### config.mk
export PLATFORM = sky130hd
export DESIGN_NAME = soul_ctrl
export DESIGN_NICKNAME = d
export VERILOG_FILES = /design/src/rtl/soul_pkg.sv /design/src/rtl/btn_sync.sv /design/src/rtl/soul_ctrl.sv
export SDC_FILE = /design/constraint.sdc
export NUM_CORES = 1
export LEC_CHECK = 0
export BUFFER_PORTS_ARGS = -buffer_cell sky130_fd_sc_hd__buf_2
export CAP_MARGIN = 30
export CORE_ASPECT_RATIO = 0.7
export CORE_MARGIN = 10
export CORE_UTILIZATION = 59
export DETAILED_ROUTE_END_ITERATION = 6
export PLACE_DENSITY = 0.9
export SLEW_MARGIN = 30
export SYNTH_ARGS = -nofsm -noshare
export SYNTH_HDL_FRONTEND = slang
export SYNTH_SLANG_ARGS = --single-unit
### constraint.sdc
create_clock -name clk -period 3.35 [get_ports clk]
set_clock_uncertainty 0.1 [all_clocks]
set_input_delay 0.1675 -clock clk [delete_from_list [all_inputs] [get_ports clk]]
set_output_delay 0.1675 -clock clk [all_outputs]
set_load 0.005 [all_outputs]
### src/rtl/soul_pkg.sv
// Shared types and constants for the player-soul controller.
package soul_pkg;

  localparam int unsigned COORD_W = 10;
  localparam int unsigned ARITH_W = 11;
  localparam int unsigned C_W     = 2 * COORD_W;
  localparam int unsigned C_X_LSB = 0;
  localparam int unsigned C_Y_LSB = COORD_W;

  localparam int unsigned BTN_W       = 5;
  localparam int unsigned BTN_UP      = 0;
  localparam int unsigned BTN_DOWN    = 1;
  localparam int unsigned BTN_LEFT    = 2;
  localparam int unsigned BTN_RIGHT   = 3;
  localparam int unsigned BTN_RESTART = 4;

  typedef enum logic [1:0] {
    ST_NORMAL = 2'd0,
    ST_INVULN = 2'd1,
    ST_DEAD   = 2'd2
  } state_e;

  localparam logic [1:0] COL_SOUL  = 2'b10;
  localparam logic [1:0] COL_FLASH = 2'b00;
  localparam logic [1:0] COL_DEAD  = 2'b11;

  typedef struct packed {
    logic [COORD_W-1:0] y;
    logic [COORD_W-1:0] x;
  } pos_t;

  // One axis step: inc-only adds, dec-only subtracts, both/neither holds; clamp in 11 bits.
  function automatic logic [COORD_W-1:0] step_axis(
    input logic [COORD_W-1:0] cur,
    input logic               inc,
    input logic               dec,
    input logic [ARITH_W-1:0] lo,
    input logic [ARITH_W-1:0] hi,
    input logic [ARITH_W-1:0] step
  );
    logic [ARITH_W-1:0] ext;
    logic [ARITH_W-1:0] sum;
    ext       = ARITH_W'(cur);
    sum       = ext + step;
    step_axis = cur;
    if (inc && !dec) begin
      step_axis = (sum > hi) ? COORD_W'(hi) : COORD_W'(sum);
    end else if (dec && !inc) begin
      step_axis = (ext < lo + step) ? COORD_W'(lo) : COORD_W'(ext - step);
    end
  endfunction

endpackage

### src/rtl/btn_sync.sv
// Parameterized-width two-flop synchronizer for asynchronous button inputs.
module btn_sync
  import soul_pkg::*;
#(
  parameter int unsigned W = 1
) (
  input  logic         clk,
  input  logic         reset,
  input  logic [W-1:0] d,
  output logic [W-1:0] q
);

  logic [W-1:0] meta_d, meta_q;
  logic [W-1:0] sync_d, sync_q;

  always_comb begin
    meta_d = d;
    sync_d = meta_q;
  end

  always_ff @(posedge clk) begin
    if (reset) begin
      meta_q <= '0;
      sync_q <= '0;
    end else begin
      meta_q <= meta_d;
      sync_q <= sync_d;
    end
  end

  assign q = sync_q;

endmodule

### src/rtl/soul_ctrl.sv
// Player-soul controller: per-frame clamped movement plus hit/invulnerability/death FSM.
module soul_ctrl
  import soul_pkg::*;
#(
  parameter int unsigned X_INIT     = 320,
  parameter int unsigned Y_INIT     = 240,
  parameter int unsigned X_MIN      = 100,
  parameter int unsigned X_MAX      = 539,
  parameter int unsigned Y_MIN      = 100,
  parameter int unsigned Y_MAX      = 379,
  parameter int unsigned STEP       = 2,
  parameter int unsigned HP_MAX     = 3,
  parameter int unsigned INV_FRAMES = 60
) (
  input  logic           clk,
  input  logic           reset,
  input  logic           btn_up,
  input  logic           btn_down,
  input  logic           btn_left,
  input  logic           btn_right,
  input  logic           btn_restart,
  input  logic           vsync,
  input  logic           hit,
  output logic [C_W-1:0] C,
  output logic [1:0]     color,
  output logic [2:0]     hp,
  output logic           dead,
  output logic           frame_tick
);

  logic [BTN_W-1:0] btn_raw, btn_s;
  logic             vsync_prev_d, vsync_prev_q;
  logic             restart_prev_d, restart_prev_q;
  logic             restart_edge;
  state_e           state_d, state_q;
  pos_t             pos_d, pos_q;
  logic [2:0]       hp_d, hp_q;
  logic [7:0]       inv_d, inv_q;
  logic [1:0]       color_d, color_q;
  logic             dead_d, dead_q;

  assign btn_raw = {btn_restart, btn_right, btn_left, btn_down, btn_up};

  btn_sync #(.W(BTN_W)) u_btn_sync (
    .clk   (clk),
    .reset (reset),
    .d     (btn_raw),
    .q     (btn_s)
  );

  assign frame_tick   = vsync & ~vsync_prev_q;
  assign restart_edge = btn_s[BTN_RESTART] & ~restart_prev_q;

  always_comb begin
    vsync_prev_d   = vsync;
    restart_prev_d = btn_s[BTN_RESTART];
    state_d        = state_q;
    pos_d          = pos_q;
    hp_d           = hp_q;
    inv_d          = inv_q;

    if (frame_tick && (state_q != ST_DEAD)) begin
      pos_d.x = step_axis(pos_q.x, btn_s[BTN_RIGHT], btn_s[BTN_LEFT],
                          ARITH_W'(X_MIN), ARITH_W'(X_MAX), ARITH_W'(STEP));
      pos_d.y = step_axis(pos_q.y, btn_s[BTN_DOWN], btn_s[BTN_UP],
                          ARITH_W'(Y_MIN), ARITH_W'(Y_MAX), ARITH_W'(STEP));
    end

    unique case (state_q)
      ST_NORMAL: begin
        if (hit) begin
          if (hp_q <= 3'd1) begin
            state_d = ST_DEAD;
            hp_d    = 3'd0;
          end else begin
            state_d = ST_INVULN;
            hp_d    = hp_q - 3'd1;
            inv_d   = 8'(INV_FRAMES);
          end
        end
      end
      ST_INVULN: begin
        if (frame_tick) begin
          if (inv_q <= 8'd1) begin
            state_d = ST_NORMAL;
            inv_d   = 8'd0;
          end else begin
            inv_d = inv_q - 8'd1;
          end
        end
      end
      ST_DEAD: begin
        // Restart overrides any concurrent hit.
        if (restart_edge) begin
          state_d = ST_NORMAL;
          hp_d    = 3'(HP_MAX);
          pos_d.x = COORD_W'(X_INIT);
          pos_d.y = COORD_W'(Y_INIT);
        end
      end
      default: state_d = ST_NORMAL;
    endcase

    unique case (state_d)
      ST_INVULN: color_d = inv_d[2] ? COL_FLASH : COL_SOUL;
      ST_DEAD:   color_d = COL_DEAD;
      default:   color_d = COL_SOUL;
    endcase
    dead_d = (state_d == ST_DEAD);
  end

  always_ff @(posedge clk) begin
    if (reset) begin
      vsync_prev_q   <= 1'b0;
      restart_prev_q <= 1'b0;
      state_q        <= ST_NORMAL;
      pos_q.x        <= COORD_W'(X_INIT);
      pos_q.y        <= COORD_W'(Y_INIT);
      hp_q           <= 3'(HP_MAX);
      inv_q          <= 8'd0;
      color_q        <= COL_SOUL;
      dead_q         <= 1'b0;
    end else begin
      vsync_prev_q   <= vsync_prev_d;
      restart_prev_q <= restart_prev_d;
      state_q        <= state_d;
      pos_q          <= pos_d;
      hp_q           <= hp_d;
      inv_q          <= inv_d;
      color_q        <= color_d;
      dead_q         <= dead_d;
    end
  end

  assign C[C_X_LSB +: COORD_W] = pos_q.x;
  assign C[C_Y_LSB +: COORD_W] = pos_q.y;
  assign color = color_q;
  assign hp    = hp_q;
  assign dead  = dead_q;

endmodule
==> results of run 1 <==
## worst max-delay path, delay by kind of cell, from the launching register on
family | cells | cell delay (ns)
simple gates | 3 | 0.75
mux | 1 | 0.33
compound gates | 3 | 0.57
fa+ha+maj | 1 | 0.34
flops | 1 | 0.57
## cells by family (layout without fill, tap and decap cells)
logic type                 after synthesis  in the layout  share of synthesized area
AOI/OAI and AO/OA                      124            124                     0.2534
xor gates and xnor gates                11             11                    0.03031
adders and majority gates               12             12                    0.04722
buffers and inverters                   43             69                    0.05667
DFF                                     47             47                     0.2959
muxes                                    5              5                    0.01653
and+or+nand+nor                        184            184                     0.2999
## worst paths after layout
check | start | to | slack, ns | depth (start not counted)
worst min-delay path | reset | inv_q[2]$_SDFF_PP0_ | 0.20 | 2
worst max register to register | C[12]$_SDFF_PP0_ | C[17]$_SDFF_PP1_ | 0.61 | 8
worst max-delay path | C[12]$_SDFF_PP0_ | C[17]$_SDFF_PP1_ | 0.61 | 8
worst min register to register | u_btn_sync.meta_q[3]$_SDFF_PP0_ | u_btn_sync.q[3]$_SDFF_PP0_ | 0.34 | 1
## timing repair
action	in CTS	in global routing
endpoints found under the hold margin	6	0
hold buffers	6	0
setup endpoints to repair	0	0
## cell usage after synthesis, types with 3 or more instances
cell	n
dfxtp_1	47
o21ai_1	4
inv_1	17
o21ai_0	26
clkbuf_1	20
o31ai_1	6
o22ai_1	5
a21oi_1	33
a31oi_1	7
o21a_1	5
buf_2	3
or3_1	3
mux2i_1	3
a311oi_1	4
a211oi_1	8
nand2_1	38
nand2b_1	9
nor3_1	14
ha_1	12
nand3_1	10
nor4_1	3
or2_2	7
and3_1	3
nor2b_1	19
xnor2_1	9
nand4_1	10
nor2_1	48
## final cells by class
| type | instances | area (um2) | share of cell area |
|---|---|---|---|
| Inverter | 17 | 63.81 | 0.01811 |
| Clock inverter | 3 | 43.79 | 0.01243 |
| Sequential cell | 47 | 940.9 | 0.2670 |
| Tap cell | 72 | 90.09 | 0.02557 |
| Timing Repair Buffer | 44 | 257.7 | 0.07315 |
| Multi-Input combinational cell | 336 | 2058 | 0.5842 |
| Clock buffer | 5 | 68.82 | 0.01953 |
## cell usage in the layout (no fill, tap or decap), drive strengths merged, types with 12 or more instances in the layout
cell   count
a21oi     33
buf       38
dfxtp     47
ha        12
inv       17
nand2     38
nor2      48
nor2b     19
nor3      14
o21ai     30
## flip-flops by register name, summed over array words and instances (netlist names)
register / flops
color: 1
hp: 3
u_btn_sync.q: 5
state_q: 2
dead: 1
vsync_prev_q: 1
restart_prev_q: 1
C: 20
inv_q: 8
u_btn_sync.meta_q: 5
## power breakdown
part / total, uW / leakage (uW) / internal, uW / switching (uW)
Clock: 413 / 0.0000581 / 222 / 191
Sequential: 642 / 0.000385 / 593 / 48.6
Combinational: 282 / 0.000934 / 114 / 167
Total: 1340 / 0.00138 / 930 / 406
## per-stage QoR
step	worst slack, ns	util
final	0.6116	0.6737
after global placement	0.7411	0.6407
after floorplan	0.9117	-
after global routing	0.4356	0.6737
after detailed placement	0.6807	0.6407
after CTS	0.6770	0.6737
## metal layers
metal / part of all wire / routed length [um] / vias up
met5: 0 / 0 / -
li1: - / - / 1580
met4: 0.0072 / 61 / 0
met1: 0.43 / 3625 / 1522
met3: 0.13 / 1058 / 10
met2: 0.44 / 3677 / 229
==> reports/results.ini, run 1 <==
[setup_path]
cpPeakStageDelay_ns = 0.57
critPathLaunchType = flop
critPathArrivalTime_ns = 2.87
cp-end-kind = flop
critPathMaxFanout = 13
path_cells = ha_1 -> and3_1 -> nand4_1 -> mux2_2 -> nor4b_1 -> o21ai_1 -> a31o_1 -> a21oi_1
crit_type = reg2reg
required_ns = 3.49
crit_path_top_delay_cell = dfxtp_1

[layout]
fin_cells = 524
antenna_cells = 0
drive_gt1_frac = 0.1350
fin_area_um2 = 3523
area_delta_synth_final_pct = 10.82
fillers = 444
nets = 472

[global_route]
met2_usage = 0.2830
antenna_found_initial = 0
track_usage = 0.1876
grt_pass1_wl_um = 13700
grt-ovfl-total = 0
first_global_vias = 2914
grt-busiest-layer = met2
grt_use_met1 = 0.2603
grt_max_degree = 30
use_met3 = 0.04613

[routing]
drt-initial-drc-count = 396
firstDrtPassIters = 5
via_count = 3341
ant_nets = 0
viasPerCell = 6.376
wl_per_cell_um = 16.07
routed_wl_um = 8422
post-route-drc-count = 0

[logic_synthesis]
synth_area_um2 = 3179
synth_area_leader_cell = dfxtp_1
synth-seq-cells = 47
synth_edf_count = 0
synth_seq_area_share = 0.2959
synth_ff_type = dfxtp_1
ys_warn_count = 0
yosysUniqueCellTypes = 70
postSynthCellCount = 426
async_flop_share = 0
syn-num-nets = 447
avgSynthCellArea_um2 = 7.463
synthTopCellsByArea = dfxtp_1 (30%), nor2_1 (5.7%), a21oi_1 (5.2%), ha_1 (4.7%), nand2_1 (4.5%)
yosysTopAreaCellShare = 0.2959

[timing]
fin_crit_sh = 0.8174
tightest_slew_ns = 0.7126
hold_ws_ns = 0.2022
fin_tns_setup_ns = 0
hold_viol = 0
fmax_mhz = 365.2
rsz0062_at_grt = false
relSlewSlack = 0.5238
setup_violations = 0
finalMaxSlewViolations = 0
fin_crit_ns = 2.738

[floorplan]
dieArea_um2 = 8772
rows = 22
coreArea_um2 = 5230
start_util = 0.6079
fp.dieW_um = 107.7
fp.dieH_um = 81.42
io_pins = 36

[power]
vdd_drop_max_mv = 0.2621
power_uw = 1336
power.density_nw_per_um2 = 379.3
p_leak_uw = 0.001377

[clock_network]
clock_latency_ns = 0.30
cts_made_buffers = 5
htree_levels = 2
postCtsSetupRepairBufs = 0
cts_tree = yes
clkTransAtPathRegs_ns = 0.09
cts-root-buf = clkbuf_8
cts_sinks = 47
post_cts_resized = 0
clock_path_buffers = 2

[outcome]
status = complete, no violations

[job]
maxCapViolCount = 0

[min_path]
hold_class = in2reg

[placed_design]
numPortBuffers = 35
dp_cells = 510
gp_congestion = 0.9317
placement.cell_area_um2 = 3351
place_hpwl_um = 6081

No activity file was read; power rests on OpenSTA's default activity.
==> run 2, diff against run 1 <==
==> constraint.sdc (replaced) <==
create_clock -name clk -period 2.8 [get_ports clk]
set_clock_uncertainty 0.1 [all_clocks]
set_input_delay 0.14 -clock clk [delete_from_list [all_inputs] [get_ports clk]]
set_output_delay 0.14 -clock clk [all_outputs]
set_load 0.005 [all_outputs]
==> reports/results.ini, run 2 (same netlist as run 1, synthesis figures left out) <==
[outcome]
status = complete, no violations

[routing]
wl_per_cell_um = 16.64
via_count = 3421
post-route-drc-count = 0
ant_nets = 0
firstDrtPassIters = 5
drt-initial-drc-count = 380
viasPerCell = 6.394
routed_wl_um = 8901

[setup_path]
crit_path_top_delay_cell = or4_4
r2r-start = C[1]$_SDFF_PP0_
cp-end-kind = flop
critPathLaunchType = flop
r2r_setup_slack_ns = 0.17
critPathMaxFanout = 11
path_cells = ha_2 -> nand3_1 -> nor2_1 -> mux2i_1 -> or4_4 -> o21a_4 -> a311o_1
crit_type = reg2reg
r2r-end = C[6]$_SDFF_PP1_
critPathArrivalTime_ns = 2.74
path_buf_inv = 0
critical_path.top_delay_family = simple AND/OR/NAND/NOR gates
required_ns = 2.91
rr_worst_depth = 7
cpPeakStageDelay_ns = 0.53

[timing]
hold_viol = 0
setup_violations = 0
fin_tns_setup_ns = 0
fin_crit_sh = 0.9379
tightest_slew_ns = 0.7010
fmax_mhz = 380.8
relSlewSlack = 0.5315
fin_crit_ns = 2.626
rsz0062_at_grt = false
finalMaxSlewViolations = 0

[floorplan]
fp.dieH_um = 81.42
io_pins = 36
coreArea_um2 = 5230
start_util = 0.6079
fp.dieW_um = 107.7
dieArea_um2 = 8772
rows = 22

[power]
swShare = 0.3349
vdd_drop_max_mv = 0.4274
p_seq_frac = 0.483
p_switching_uw = 526.2
clkPwrFrac = 0.284
p_leak_uw = 0.001419
power_uw = 1571
power.density_nw_per_um2 = 437.1
p_int_uw = 1045
pwr-share-comb = 0.233

[placed_design]
numPortBuffers = 35
gp_congestion = 1.006
place_hpwl_um = 6509

[job]
maxCapViolCount = 0

[layout]
area_delta_synth_final_pct = 13.07
fillers = 412
layout_commonest_cell = nor2_1
largest_reg_flops = 20
final_core_util = 0.6873
drive_gt1_frac = 0.1620
nets = 483
antenna_cells = 0
layout_common_cells = nor2_1 (48), dfxtp_1 (45), nand2_1 (38)

[clock_network]
htree_levels = 2
cts-root-buf = clkbuf_8
clock_path_buffers = 2
cts_made_buffers = 5
clkTransAtPathRegs_ns = 0.10
cts_tree = yes
postCtsSetupRepairBufs = 0
clock_latency_ns = 0.32
cts_sinks = 47

[global_route]
antenna_found_initial = 0
grt_pass1_wl_um = 15020
grt-ovfl-total = 0
grt_max_degree = 30
first_global_vias = 3102
track_usage = 0.2063

[min_path]
min_path_cells = 2
hold_class = in2reg
holdPathEnd = u_btn_sync.q[0]$_SDFF_PP0_
min-delay-start = reset

-- run 2: cell types whose count changed in the layout (fill, tap and decap cells not counted) --
cell	previous run	this run
buf_4	3	14
dfxtp_2	0	2
inv_6	0	1
clkinv_4	1	0
ha_2	0	1
ha_1	12	11
inv_8	0	1
clkinvlp_4	0	1
bufinv_16	1	0
dfxtp_1	47	45
clkinv_2	1	0
-- run 2: worst register-to-register path: cells and delay by family, from the launching register on --
kind,cells,cell delay (ns)
DFF,1,0.46
adders and majority gates,1,0.27
and+or+nand+nor,3,0.93
AOI/OAI and AO/OA,2,0.61
muxes,1,0.15
-- run 2: stage by stage --
stage | hold slack (ns) | area, um2 | setup WS, ns | cells
after floorplan | 0.1682 | 3179 | 0.3617 | 426
final | 0.1545 | 3595 | 0.1738 | 535
after detailed placement | 0.2539 | 3433 | 0.02058 | 521
after global placement | 0.2500 | 3433 | 0.2024 | 521
after CTS | 0.1597 | 3590 | 0.008911 | 535
after global routing | 0.1811 | 3595 | 0.04074 | 535
-- run 2: final cells by class --
| type | instances | area [um2] | area share |
|---|---|---|---|
| multi-input combinational | 336 | 2061 | 0.5733 |
| sequential | 47 | 943.4 | 0.2624 |
| timing repair buffer | 55 | 340.3 | 0.09467 |
| tap | 72 | 90.09 | 0.02506 |
| clock buffer | 5 | 68.82 | 0.01914 |
| inverter | 17 | 63.81 | 0.01775 |
| clock inverter | 3 | 27.53 | 0.007657 |
-- run 2: power groups by stage --
stage	Clock [uW]	Combinational [uW]	Sequential, uW
floorplan	0	261	756
global placement	0	338	768
detailed placement	0	348	772
CTS	453	357	757
global route	479	409	768
finish	446	366	759
-- run 2: repair_timing --
| item | CTS | global route |
|---|---|---|
| hold buffers | 6 | 0 |
| setup endpoints to repair | 0 | 5 |
| gates resized for setup | 0 | 3 |
| hold endpoints to repair | 6 | 0 |
-- run 2: worst max path at each step --
stage	depth (start not counted)	slack (ns)	end	start
detailed placement	7	0.02	C[6]$_SDFF_PP1_	C[1]$_SDFF_PP0_
global placement	7	0.20	C[6]$_SDFF_PP1_	C[1]$_SDFF_PP0_
finish	7	0.17	C[6]$_SDFF_PP1_	C[1]$_SDFF_PP0_
global route	7	0.04	C[6]$_SDFF_PP1_	C[1]$_SDFF_PP0_
floorplan	9	0.36	C[6]$_SDFF_PP1_	C[1]$_SDFF_PP0_
CTS	7	0.009	C[6]$_SDFF_PP1_	C[1]$_SDFF_PP0_
-- run 2: metal layers --
| layer | vias up | global-route usage | wire length [um] |
|---|---|---|---|
| li1 | 1605 | - | - |
| met1 | 1535 | 0.2759 | 3800 |
| met2 | 240 | 0.3162 | 3754 |
| met3 | 41 | 0.05864 | 1109 |
| met4 | 0 | 0.06383 | 236 |
| met5 | - | 0 | 0 |
